**src/rtl/edge_det_multi_if.sv**
```systemverilog
// Bundles the per-channel input/status vectors of edge_det_multi; the cnt member
// exists only when EDGE_DET_CNT_EN is defined.
interface edge_det_multi_if #(
    parameter int N_CH  = 4,
    parameter int CNT_W = 8
);
    logic [N_CH-1:0]       din;
    logic [2*N_CH-1:0]     mode;
    logic [N_CH-1:0]       clr;
    logic [N_CH-1:0]       level;
    logic [N_CH-1:0]       rise;
    logic [N_CH-1:0]       fall;
    logic [N_CH-1:0]       pend;
    logic                  irq;
`ifdef EDGE_DET_CNT_EN
    logic [CNT_W*N_CH-1:0] cnt;
`endif

    if (N_CH < 1 || CNT_W < 1) begin : g_param_chk
        $error("edge_det_multi_if: N_CH and CNT_W must be >= 1");
    end

    modport master (
        output din, mode, clr,
        input  level, rise, fall, pend, irq
`ifdef EDGE_DET_CNT_EN
        , input cnt
`endif
    );

    modport slave (
        input  din, mode, clr,
        output level, rise, fall, pend, irq
`ifdef EDGE_DET_CNT_EN
        , output cnt
`endif
    );
endinterface

```
**src/rtl/edge_det_multi.sv**
```systemverilog
// Multi-channel synchronise + glitch filter + edge detector with sticky pending flags and irq.
// Input-to-pulse latency SYNC_STAGES+FILT_CYCLES-1 cycles; no backpressure. Macro EDGE_DET_CNT_EN adds event counters.
module edge_det_multi #(
    parameter int N_CH        = 4,
    parameter int SYNC_STAGES = 2,
    parameter int FILT_CYCLES = 4,
    parameter int CNT_W       = 8
) (
    input  logic             clk,
    input  logic             rst,
    edge_det_multi_if.slave  bus
);
    localparam int              FC_W    = $clog2(FILT_CYCLES + 1);
    localparam logic [FC_W-1:0] FC_LAST = FC_W'(FILT_CYCLES - 1);

    if (N_CH < 1 || SYNC_STAGES < 2 || FILT_CYCLES < 1 || CNT_W < 1) begin : g_param_chk
        $error("edge_det_multi: illegal parameter value");
    end

    logic [SYNC_STAGES-1:0][N_CH-1:0] sync_q;
    logic [N_CH-1:0]                  s;
    logic [N_CH-1:0][FC_W-1:0]        fc_q, fc_d;
    logic [N_CH-1:0]                  level_q, level_d;
    logic [N_CH-1:0]                  rise_q, rise_d;
    logic [N_CH-1:0]                  fall_q, fall_d;
    logic [N_CH-1:0]                  pend_q, pend_d;
    logic [N_CH-1:0]                  sel;
    logic                             irq_q, irq_d;

    assign s = sync_q[SYNC_STAGES-1];

    // fc counts consecutive cycles that s has disagreed with the accepted level
    always_comb begin
        fc_d    = fc_q;
        level_d = level_q;
        for (int i = 0; i < N_CH; i++) begin
            if (s[i] == level_q[i]) begin
                fc_d[i] = '0;
            end else if (fc_q[i] == FC_LAST) begin
                level_d[i] = s[i];
                fc_d[i]    = '0;
            end else begin
                fc_d[i] = fc_q[i] + FC_W'(1);
            end
        end
    end

    always_comb begin
        rise_d = level_d & ~level_q;
        fall_d = ~level_d & level_q;
        sel    = '0;
        for (int i = 0; i < N_CH; i++) begin
            sel[i] = (bus.mode[2*i] & rise_d[i]) | (bus.mode[2*i+1] & fall_d[i]);
        end
        // a new event beats a simultaneous clear so nothing is lost
        pend_d = sel | (pend_q & ~bus.clr);
        irq_d  = |pend_d;
    end

    always_ff @(posedge clk) begin
        if (rst) begin
            sync_q  <= '0;
            fc_q    <= '0;
            level_q <= '0;
            rise_q  <= '0;
            fall_q  <= '0;
            pend_q  <= '0;
            irq_q   <= 1'b0;
        end else begin
            sync_q  <= {sync_q[SYNC_STAGES-2:0], bus.din};
            fc_q    <= fc_d;
            level_q <= level_d;
            rise_q  <= rise_d;
            fall_q  <= fall_d;
            pend_q  <= pend_d;
            irq_q   <= irq_d;
        end
    end

    assign bus.level = level_q;
    assign bus.rise  = rise_q;
    assign bus.fall  = fall_q;
    assign bus.pend  = pend_q;
    assign bus.irq   = irq_q;

`ifdef EDGE_DET_CNT_EN
    logic [N_CH-1:0][CNT_W-1:0] cnt_q, cnt_d;

    // saturating; a clear coinciding with an event restarts the count at one
    always_comb begin
        cnt_d = cnt_q;
        for (int i = 0; i < N_CH; i++) begin
            if (sel[i] && bus.clr[i]) begin
                cnt_d[i] = CNT_W'(1);
            end else if (bus.clr[i]) begin
                cnt_d[i] = '0;
            end else if (sel[i] && (cnt_q[i] != {CNT_W{1'b1}})) begin
                cnt_d[i] = cnt_q[i] + CNT_W'(1);
            end
        end
    end

    always_ff @(posedge clk) begin
        if (rst) begin
            cnt_q <= '0;
        end else begin
            cnt_q <= cnt_d;
        end
    end

    assign bus.cnt = cnt_q;
`endif
endmodule

```
**src/flat_wrapper.sv**
```systemverilog
// flat-port wrapper written by rule: the top's interface ports become plain ports
module edge_det_multi_flat 
#(
    parameter int N_CH        = 4,
    parameter int SYNC_STAGES = 2,
    parameter int FILT_CYCLES = 4,
    parameter int CNT_W       = 8
)
  (clk, rst, bus_din, bus_mode, bus_clr, bus_level, bus_rise, bus_fall, bus_pend, bus_irq);
  edge_det_multi_if #(.N_CH(N_CH), .CNT_W(CNT_W)) bus_i ();
  input  logic clk;
  input  logic rst;
  input wire logic [$bits(bus_i.din)-1:0] bus_din;
  input wire logic [$bits(bus_i.mode)-1:0] bus_mode;
  input wire logic [$bits(bus_i.clr)-1:0] bus_clr;
  output wire logic [$bits(bus_i.level)-1:0] bus_level;
  output wire logic [$bits(bus_i.rise)-1:0] bus_rise;
  output wire logic [$bits(bus_i.fall)-1:0] bus_fall;
  output wire logic [$bits(bus_i.pend)-1:0] bus_pend;
  output wire logic [$bits(bus_i.irq)-1:0] bus_irq;
  assign bus_i.din = bus_din;
  assign bus_i.mode = bus_mode;
  assign bus_i.clr = bus_clr;
  assign bus_level = bus_i.level;
  assign bus_rise = bus_i.rise;
  assign bus_fall = bus_i.fall;
  assign bus_pend = bus_i.pend;
  assign bus_irq = bus_i.irq;
  edge_det_multi #(.N_CH(N_CH), .SYNC_STAGES(SYNC_STAGES), .FILT_CYCLES(FILT_CYCLES), .CNT_W(CNT_W)) u_core (.clk(clk), .rst(rst), .bus(bus_i));
endmodule
```
**config.mk**
```make
export PLATFORM = sky130hd
export DESIGN_NAME = edge_det_multi_flat
export DESIGN_NICKNAME = d
export VERILOG_FILES = /design/src/rtl/edge_det_multi_if.sv /design/src/rtl/edge_det_multi.sv /design/src/flat_wrapper.sv
export SDC_FILE = /design/constraint.sdc
export NUM_CORES = 1
export LEC_CHECK = 0
export ABC_AREA = 1
export BUFFER_PORTS_ARGS = -buffer_cell sky130_fd_sc_hd__buf_4
export CAP_MARGIN = 10
export CORE_MARGIN = 3
export CORE_UTILIZATION = 40
export CTS_CLUSTER_SIZE = 24
export DETAILED_ROUTE_END_ITERATION = 7
export GPL_ROUTABILITY_DRIVEN = 1
export PLACE_DENSITY = 0.75
export SETUP_SLACK_MARGIN = 0.2
export SYNTH_ARGS = -nofsm -noshare
export SYNTH_HDL_FRONTEND = slang
export SYNTH_SLANG_ARGS = --single-unit
export TNS_END_PERCENT = 1
```
**constraint.sdc**
```tcl
create_clock -name clk -period 1.1 [get_ports clk]
set_input_delay 0 -clock clk [delete_from_list [all_inputs] [get_ports clk]]
set_output_delay 0 -clock clk [all_outputs]
set_load 0.01 [all_outputs]
```
==> results.txt <==
----------------------------------------------------
[STA]
  Final worst setup slack ... -0.0626 ns
  Fin. Hold Viols ... 13
  Part of the cycle the worst path needs ... 1.06
  Max_slew headroom ... 0.814
  Final min period ... 1.16 ns
  Final number of max-transition violations ... 0
  Post-Route Skew ... 0.00290 ns
  Final setup violation count ... 8
  Final-layout setup total negative slack ... -0.0833 ns
  Final worst hold slack ... -0.0193 ns
  Maximum clock rate ... 860 MHz
  RSZ-0062 raised after global routing ... true
  Transition time at the pin with the least slew margin ... 0.277 ns

[Logic synthesis]
  Synth warn ... 0
  Adder and majority gate portion of the synthesized area ... 0.0752
  Xor-xnor portion of the synthesized cell area ... 0
  Yosys top cell by area ... sky130_fd_sc_hd__dfxtp_1
  Post-Synth Simple-Gate Area ... 0.193
  Mux contribution to synthesized area ... 0
  Net count after synthesis ... 177
  Mean area per synthesized cell ... 8.82 um2
  Yosys reg bits ... 37
  Post-Synthesis Cells ... 151
  Cell types occupying the most area after synthesis ... sky130_fd_sc_hd__dfxtp_1 56%, sky130_fd_sc_hd__inv_1 9.0%, sky130_fd_sc_hd__nor2_1 8.2%
  Combined area of all synthesized cells ... 1330 um2
  Post-synth cell types ... 16
  Synth Area in Compound Gates ... 0.0733
  Sequential area share after synthesis ... 0.556
  Area share of the largest cell type after synthesis ... 0.556
  Main combinational cell family by area after synthesis ... simple AND/OR/NAND/NOR gates

[Floorplanning]
  Effective utilization at floorplan ... 0.429
  Die area ... 4060 um2
  # rows ... 20
  Io pins ... 35
  Die width ... 63.7 um
  Die boundary height ... 63.7 um
  Core Box Area ... 3100 um2

[Detailed routing]
  Sum of routed wire length over all layers ... 2580 um
  DR iter-0 viols ... 28
  Vias after detailed routing ... 1088
  Antenna-violating nets left ... 0
  Post-detailed-route DRC marker count ... 0
  Vias per Instance ... 4.53
  DRT Pass-1 Iters ... 4
  Average wire per standard cell ... 10.7 um

[Worst setup path]
  Critical Path Fanout Max ... 5
  Largest delay share family, worst path ... flip-flops
  Endpoint kind of the worst setup timing path ... flip-flop
  Arrival time reported for the critical path endpoint ... 1.39 ns
  Class of the most critical setup path ... flip-flop to flip-flop
  CP max stage delay ... 0.35 ns
  Critical-path top delay cell ... sky130_fd_sc_hd__dfxtp_2
  Cell repeated most along the worst path ... sky130_fd_sc_hd__ha_4
  Critical Path Source Type ... flip-flop
  Number of buffer and inverter stages on the critical path ... 0
  Worst EP required ... 1.32 ns
  Worst path cell trace ... ha_4 -> ha_4 -> nand4_1 -> nand3_2 -> nor2_2 -> a21oi_1

[Power]
  Total power ... 2.12 mW
  Worst-case vdd ir drop ... 0.000821 V
  Logic gate share of total power ... 0.051
  Reported net switching power ... 457 uW
  Total internal power ... 1.67 mW
  Cell leakage power ... 0.821 nW
  Part of the total power dissipated in sequential elements ... 0.642
  Clock power share ... 0.308
  Areal power density over the cells ... 1140 nW/um2
  Fraction of power spent switching nets ... 0.215

[Finish]
  Post-layout net count ... 221
  Layout cells sized above 1 ... 0.352
  Post-synthesis to final-layout area growth ... 40.2%
  Number of antenna diodes ... 0

[Clock network]
  Deepest clock path buffer count ... 2
  Clock latency on the worst-skew pair ... 0.33 ns
  Clock tree from TritonCTS ... built
  Number of sinks on the clock net ... 37
  Inserted Clock Buffers ... 5
  H-tree level count ... 2
  Root cell of the clock tree ... sky130_fd_sc_hd__clkbuf_4
  Post-CTS Hold Buffers ... 4
  Clock-pin slew on the worst setup and hold paths ... 0.10 ns

[GRT]
  Maximum number of pins on one net before global-route repair ... 20
  Wire length of the first global-routing pass ... 4580 um
  Grt ovf ... 0
  Number of antenna violations at the first check in global routing ... 0
  Tot GR Track Use ... 0.148
  Via count of the first global-routing pass ... 1098

[Status]
  Violations in the final reports ... negative hold slack, negative setup slack
  Run status ... finished with violations

[Min path]
  Worst min-delay path class ... input port to flip-flop

[Placement]
  IO buf count ... 34
  DP Wirelength ... 1900 um
  Final Wtd Congestion ... 0.702

[Run]
  Max-cap viol count ... 0

----------------------------------------------------
==> routing by layer <==
metal  part of all wire  wire length (um)  up-vias  GRT usage
met5                  0                 0        -          0
met4              0.014                36        0     0.0485
met3              0.058               150        6     0.0642
met2               0.55              1420       24      0.272
met1               0.38               967      494      0.147
li1                   -                 -      564          -
==> registers in the layout, indices dropped and copies added, names as in the netlist <==
name,count
u_core.sync_q,4
u_core.bus.level,4
u_core.bus.irq,1
u_core.bus.rise,4
u_core.fc_q,12
u_core.bus.fall,4
u_core.s,4
u_core.bus.pend,4
==> what timing repair did <==
item / 4_1_cts / 5_1_grt
endpoints found under the hold margin: 11 / 9
setup buffers: 1 / 0
gates resized for setup: 15 / 7
pin swaps: 13 / 7
setup endpoints to repair: 33 / 33
==> power by group through the flow <==
stage               Sequential, mW  Combinational, mW  Clock [mW]
floorplan                     1.40             0.0423           0
global placement              1.40             0.0918           0
detailed placement            1.40             0.0957           0
CTS                           1.37              0.109       0.677
global route                  1.37              0.123       0.762
finish                        1.36              0.108       0.653
==> worst reg2reg max path: stages, from the launching register on <==
cell and delay, ns:
sky130_fd_sc_hd__dfxtp_2 0.35, sky130_fd_sc_hd__ha_4 0.16, sky130_fd_sc_hd__ha_4 0.17, sky130_fd_sc_hd__nand4_1 0.10
sky130_fd_sc_hd__nand3_2 0.10, sky130_fd_sc_hd__nor2_2 0.12, sky130_fd_sc_hd__a21oi_1 0.06
==> area by class of cell <==
type                            instances  area, um2
Tap cell                               44       55.1
Inverter                               33        124
Clock buffer                            8       48.8
Fill cell                             289       1240
Multi-Input combinational cell         79        573
Sequential cell                        37        763
Timing Repair Buffer                   39        303
==> cell usage in the layout, fill, tap and decap left out, types with 5 or more instances in the layout <==
master                      n
sky130_fd_sc_hd__dfxtp_1   25
sky130_fd_sc_hd__buf_4     35
sky130_fd_sc_hd__nand4_1    8
sky130_fd_sc_hd__nand2_1    8
sky130_fd_sc_hd__ha_4       8
sky130_fd_sc_hd__clkbuf_4   5
sky130_fd_sc_hd__dfxtp_2    9
sky130_fd_sc_hd__inv_1     32
sky130_fd_sc_hd__nor2_1    28
sky130_fd_sc_hd__nand3_1    5
==> synthesized netlist by cell type <==
cell	count
sky130_fd_sc_hd__inv_1	32
sky130_fd_sc_hd__buf_4	1
sky130_fd_sc_hd__a21oi_1	5
sky130_fd_sc_hd__inv_2	1
sky130_fd_sc_hd__buf_2	1
sky130_fd_sc_hd__dfxtp_1	37
sky130_fd_sc_hd__a211oi_2	3
sky130_fd_sc_hd__o211ai_1	4
sky130_fd_sc_hd__nand3_1	7
sky130_fd_sc_hd__and2_1	3
sky130_fd_sc_hd__o21ai_0	1
sky130_fd_sc_hd__nand4_1	8
sky130_fd_sc_hd__nor3_1	2
sky130_fd_sc_hd__ha_1	8
sky130_fd_sc_hd__nand2_1	9
sky130_fd_sc_hd__nor2_1	29
==> path summary, 6_finish.rpt <==
kind | startpoint | cells past startpoint | slack, ns | end
max | u_core.fc_q[9] | 6 | -0.06 | u_core.bus.irq
min | rst | 2 | -0.02 | u_core.bus.fall[2]
max reg2reg | u_core.fc_q[9] | 6 | -0.06 | u_core.bus.irq
min reg2reg | u_core.sync_q[3] | 2 | 0.41 | u_core.s[3]
==> through the flow <==
step	instance area, um2	setup WS [ns]	cells	util	hold slack, ns
after global routing	1870	-0.138	240	0.602	-0.0210
after global placement	1700	-0.0801	227	0.548	0.202
after floorplan	1400	0.0287	151	-	0.107
after CTS	1850	-0.0815	240	0.596	-0.0136
final	1870	-0.0626	240	0.602	-0.0193
after detailed placement	1700	-0.144	227	0.548	0.205
==> cell families (layout without fill, tap and decap cells) <==
kind of cell	count (synthesis)	count (layout)
compound gates	13	13
fa+ha+maj	8	8
buf+inv	35	80
flops	37	37
simple gates	58	58
No activity file was read; power rests on OpenSTA's default activity.
